$ cat src/rtl/lc3_mem_if.sv
// lc3_mem_if -- LC-3 memory interface stage (MAR/MDR + memory handshake).
//
// Sits downstream of the address-select adder. Holds MAR and MDR and runs one
// outstanding read or write at a time against an external memory, answering
// the control FSM with a single-cycle ready pulse (r).
//
// Optional feature: define LC3_MEM_TIMEOUT_EN to abort an access that has not
// seen mem_ready within TIMEOUT_CYCLES cycles (r and err pulse together).
//
// Ports:
//   clk, reset   single rising-edge clock, synchronous active-high reset
//   addr_in      effective address from the adder (via bus)
//   bus_in       datapath bus, MDR load source
//   ld_mar       load MAR (idle only)
//   ld_mdr       load MDR from bus_in (idle only)
//   mio_en       start a memory access
//   r_w          1 = write, 0 = read, sampled at access start
//   mem_rdata    memory read data, valid with mem_ready
//   mem_ready    memory completion strobe
//   mar, mdr     register contents
//   mem_addr     registered copy of MAR presented to memory
//   mem_wdata    write data (= mdr)
//   mem_req      access in progress
//   mem_we       write qualifier, meaningful only while mem_req = 1
//   r            one-cycle completion pulse
//   err          one-cycle abort pulse, coincident with r
module lc3_mem_if #(
   parameter int ADDR_W         = 16,
   parameter int DATA_W         = 16,
   parameter int TIMEOUT_CYCLES = 64
) (
   input  logic              clk,
   input  logic              reset,
   input  logic [ADDR_W-1:0] addr_in,
   input  logic [DATA_W-1:0] bus_in,
   input  logic              ld_mar,
   input  logic              ld_mdr,
   input  logic              mio_en,
   input  logic              r_w,
   input  logic [DATA_W-1:0] mem_rdata,
   input  logic              mem_ready,
   output logic [ADDR_W-1:0] mar,
   output logic [DATA_W-1:0] mdr,
   output logic [ADDR_W-1:0] mem_addr,
   output logic [DATA_W-1:0] mem_wdata,
   output logic              mem_req,
   output logic              mem_we,
   output logic              r,
   output logic              err
);

   typedef enum logic [1:0] {IDLE, ACCESS, DONE} state_t;

   state_t            state, state_nxt;
   logic [ADDR_W-1:0] mar_nxt;
   logic [DATA_W-1:0] mdr_nxt;
   logic              req_nxt;
   logic              we_nxt;
   logic              abort_nxt;

`ifdef LC3_MEM_TIMEOUT_EN
   localparam int CNT_W = $clog2(TIMEOUT_CYCLES + 1);
   logic [CNT_W-1:0] cnt, cnt_nxt;
   logic             timeout_hit;
   assign timeout_hit = (cnt == CNT_W'(TIMEOUT_CYCLES - 1));
`else
   // Parameter kept in the interface for build compatibility only.
   logic unused_cfg;
   assign unused_cfg = (TIMEOUT_CYCLES < 1);
`endif

   // Write data always reflects MDR; r is simply "in DONE".
   assign mem_wdata = mdr;
   assign r         = (state == DONE);

   always_comb begin
      state_nxt = state;
      mar_nxt   = mar;
      mdr_nxt   = mdr;
      req_nxt   = mem_req;
      we_nxt    = mem_we;
      abort_nxt = 1'b0;
`ifdef LC3_MEM_TIMEOUT_EN
      cnt_nxt   = cnt;
`endif
      case (state)
         IDLE: begin
            if (ld_mar) mar_nxt = addr_in;
            // A read launched this cycle overwrites MDR on completion, so the
            // bus load is only honoured when no access starts or for a write.
            if (ld_mdr && (!mio_en || r_w)) mdr_nxt = bus_in;
            if (mio_en) begin
               req_nxt   = 1'b1;
               we_nxt    = r_w;
               state_nxt = ACCESS;
`ifdef LC3_MEM_TIMEOUT_EN
               cnt_nxt   = '0;
`endif
            end
         end
         ACCESS: begin
            if (mem_ready) begin
               if (!mem_we) mdr_nxt = mem_rdata;
               req_nxt   = 1'b0;
               we_nxt    = 1'b0;
               state_nxt = DONE;
            end
`ifdef LC3_MEM_TIMEOUT_EN
            else if (timeout_hit) begin
               if (!mem_we) mdr_nxt = '0;
               req_nxt   = 1'b0;
               we_nxt    = 1'b0;
               abort_nxt = 1'b1;
               state_nxt = DONE;
            end else begin
               cnt_nxt = cnt + CNT_W'(1);
            end
`endif
         end
         DONE: begin
            state_nxt = IDLE;
         end
         default: begin
            state_nxt = IDLE;
            req_nxt   = 1'b0;
            we_nxt    = 1'b0;
         end
      endcase
   end

   always_ff @(posedge clk) begin
      if (reset) begin
         state    <= IDLE;
         mar      <= '0;
         mdr      <= '0;
         mem_addr <= '0;
         mem_req  <= 1'b0;
         mem_we   <= 1'b0;
         err      <= 1'b0;
      end else begin
         state    <= state_nxt;
         mar      <= mar_nxt;
         mdr      <= mdr_nxt;
         // mem_addr tracks MAR exactly, giving the ld_mar bypass at access start.
         mem_addr <= mar_nxt;
         mem_req  <= req_nxt;
         mem_we   <= we_nxt;
         err      <= abort_nxt;
      end
   end

`ifdef LC3_MEM_TIMEOUT_EN
   always_ff @(posedge clk) begin
      if (reset) cnt <= '0;
      else       cnt <= cnt_nxt;
   end
`endif

endmodule

$ cat config.mk
export PLATFORM = sky130hd
export DESIGN_NAME = lc3_mem_if
export DESIGN_NICKNAME = d
export VERILOG_FILES = /design/src/rtl/lc3_mem_if.sv
export SDC_FILE = /design/constraint.sdc
export NUM_CORES = 1
export LEC_CHECK = 0
export ABC_AREA = 1
export CORE_MARGIN = 2
export CORE_UTILIZATION = 33
export CTS_CLUSTER_DIAMETER = 40
export CTS_CLUSTER_SIZE = 10
export DETAILED_ROUTE_END_ITERATION = 7
export PLACE_DENSITY = 0.78
export SYNTH_ARGS = -nofsm -noshare
export SYNTH_HDL_FRONTEND = slang
export SYNTH_SLANG_ARGS = --single-unit
$ cat constraint.sdc
create_clock -name clk -period 1.2 [get_ports clk]
set_clock_uncertainty 0.1 [all_clocks]
set_input_delay 0.18 -clock clk [delete_from_list [all_inputs] [get_ports clk]]
set_output_delay 0.18 -clock clk [all_outputs]
set_load 0.05 [all_outputs]
==> summary.txt <==
Worst hold path
  – Worst Hold Class: in2reg
  – HP Start: mem_ready

Timing
  – Post-route clock period utilization: 114%
  – Hold Fails Final Rpt: 0
  – Final slew viol count: 0
  – RSZ-0062 raised after global routing: true
  – Min Tclk post-route: 1.36 ns
  – Worst setup margin: -0.162 ns
  – Hold_ws: 0.362 ns
  – Setup_tns: -3.98 ns
  – Achievable frequency: 734 MHz
  – Final setup viols: 35

Placement
  – Port Buffers: 121
  – DPL Wire Length: 4.72 mm
  – Setup slack after placement: -0.346 ns
  – Placed insts: 441
  – Routability cong.: 0.875

Synth
  – Register area share after synthesis: 38.6%
  – Ys Warns: 0
  – Synthesized Nets: 330
  – Yosys reg bits: 36
  – Synthesized cell area: 1870 um^2
  – Distinct cell type count after synthesis: 16
  – Syn_area_per_cell: 6.79 um^2
  – Mapped Cells: 275

Setup path
  – Reg2reg start: state[1]
  – Crit-path max FO: 13
  – Crit. End Element: flip-flop
  – Worst setup SP type: flip-flop
  – WS Path Type: reg2reg
  – Crit. Startpoint: state[1]
  – CP required: 1.27 ns
  – CP arrival: 1.43 ns

CTS
  – Skew-Pair Late Insertion Delay: 0.28 ns
  – Total CTS buffers: 5
  – H-tree depth: 2
  – Clock net sink count: 36
  – Root buffer cell: clkbuf_8
  – CTS Hold Bufs: 0
  – CTS tree: done
  – Clock buffer depth: 2
  – Reg clk slew, reported paths: 0.07 ns

Routing
  – DRC violations left: 0
  – Vias: 2068
  – Max layer used: met4
  – Drt total wl: 5.99 mm
  – Routed wl met3: 495 um
  – DRT met1 WL: 2.39 mm
  – Vias per cell: 4.56
  – WL/cell: 13.2 um
  – DRT antenna net count: 0
  – Routed wl met2: 3.05 mm
  – TritonRoute pass-1 iters: 4
  – Iteration-0 DRC Markers: 98

Global route
  – Initial antenna violation count: 0
  – Vias in the first global route: 2166
  – All-layer global routing usage: 19.8%
  – First-pass GRT wire length: 9.98 mm
  – Largest net degree at the start of global routing: 25
  – GRT overflow: 0

Finish
  – Commonest non-fill, non-tap cell in the layout: buf_12
  – Layout cell share with drive strength beyond 1: 41.9%
  – Layout Nets: 437
  – Final Util: 74.2%
  – P&R area growth vs syn: 117%
  – Final std cells w/o fill: 454
  – Most frequent cells in the layout: 72 x buf_12, 67 x nand2_1, 54 x clkdlybuf4s50_1, 51 x nor2_1, 32 x dfxtp_2
  – Ant. Diodes: 0

Floorplanning
  – I/O Pins: 123
  – Area of the core: 5470 um^2
  – Starting Density: 34.1%
  – Die height: 79.2 um
  – Chip width: 79.2 um
  – Die area: 6280 um^2
  – Site Rows: 27

Outcome
  – Violated checks: negative setup slack
  – Status: complete, but fails checks

Pwr
  – Leakage: 0.00179 uW
  – PwrDens: 1160 nW/um^2
  – Peak supply drop: 0.000568 V

Flow run
  – Max cap viols: 0
## sequential cells by signal, indices dropped and copies added (netlist names)
signal,cells
mdr,16
mem_addr,16
state,2
mem_req,1
mem_we,1
## metal layers
| layer | vias to the layer above | global-route usage [%] |
|---|---|---|
| met4 | 0 | 4.14 |
| met2 | 94 | 35.7 |
| met3 | 6 | 6.93 |
| met5 | - | 0 |
| met1 | 929 | 22.6 |
| li1 | 1039 | - |
## worst max-delay path, cell delays in order (launching register included)
cell     delay [ns]
dfxtp_4        0.37
buf_12         0.12
nor2_4         0.14
nand3_4        0.12
buf_8          0.17
nand2_2        0.08
nand2_1        0.05
nand2_1        0.06
nor2_1         0.04
## synthesized netlist by cell type
cell type  count  area [um^2]
inv_1          7         26.3
dfxtp_1       36          721
nor2_4         1         11.3
buf_2          6         30.0
a21oi_1       17         85.1
clkbuf_1       6         22.5
nand3b_1      14          105
buf_4         33          248
buf_6          1         11.3
nor2_1        53          199
nand2_1       75          282
conb_1         1         3.75
nor2_2         1         6.26
inv_2          2         7.51
nand3_1        5         25.0
o21ai_0       17         85.1
## cell families after synthesis
| family | Yosys count | share of synthesized area, % |
|---|---|---|
| buffers and inverters | 55 | 18.5 |
| AOI/OAI and AO/OA | 34 | 9.11 |
| other | 1 | 0.201 |
| and+or+nand+nor | 149 | 33.6 |
| DFF | 36 | 38.6 |
## area by class of cell
type,instances,area (um^2)
Timing Repair Buffer,146,2190
Fill cell,363,1410
Multi-Input combinational cell,184,905
Sequential cell,36,768
Tap cell,72,90.1
Clock buffer,6,72.6
Inverter,9,35.0
Clock inverter,1,5.00
## timing repair
action / 4_1_cts / 5_1_grt
gates cloned: 2 / 0
buffers inserted: 4 / 0
gates resized for setup: 26 / 44
setup endpoints to repair: 41 / 94
pin swaps: 7 / 8
## through the flow
step | power, uW | cell area (um^2)
2_1_floorplan | 2710 | 1950
3_3_place_gp | 3810 | 3750
3_5_place_dp | 3850 | 3750
4_1_cts | 4710 | 3990
5_1_grt | 4950 | 4060
6_report | 4730 | 4060
## final timing paths
kind	endpoint	slack, ns	depth (start not counted)
worst max-delay path	mdr[10]	-0.16	8
worst min-delay path	state[1]	0.36	3
worst max register to register	mdr[10]	-0.16	8
worst min register to register	mem_req	0.40	2
## where the power goes
| part | switching [uW] | total, uW | internal, uW |
|---|---|---|---|
| Combinational | 1190 | 2400 | 1210 |
| Clock | 394 | 789 | 394 |
| Sequential | 210 | 1540 | 1330 |
| Total | 1800 | 4730 | 2930 |
(Power assumes the default switching activity.)
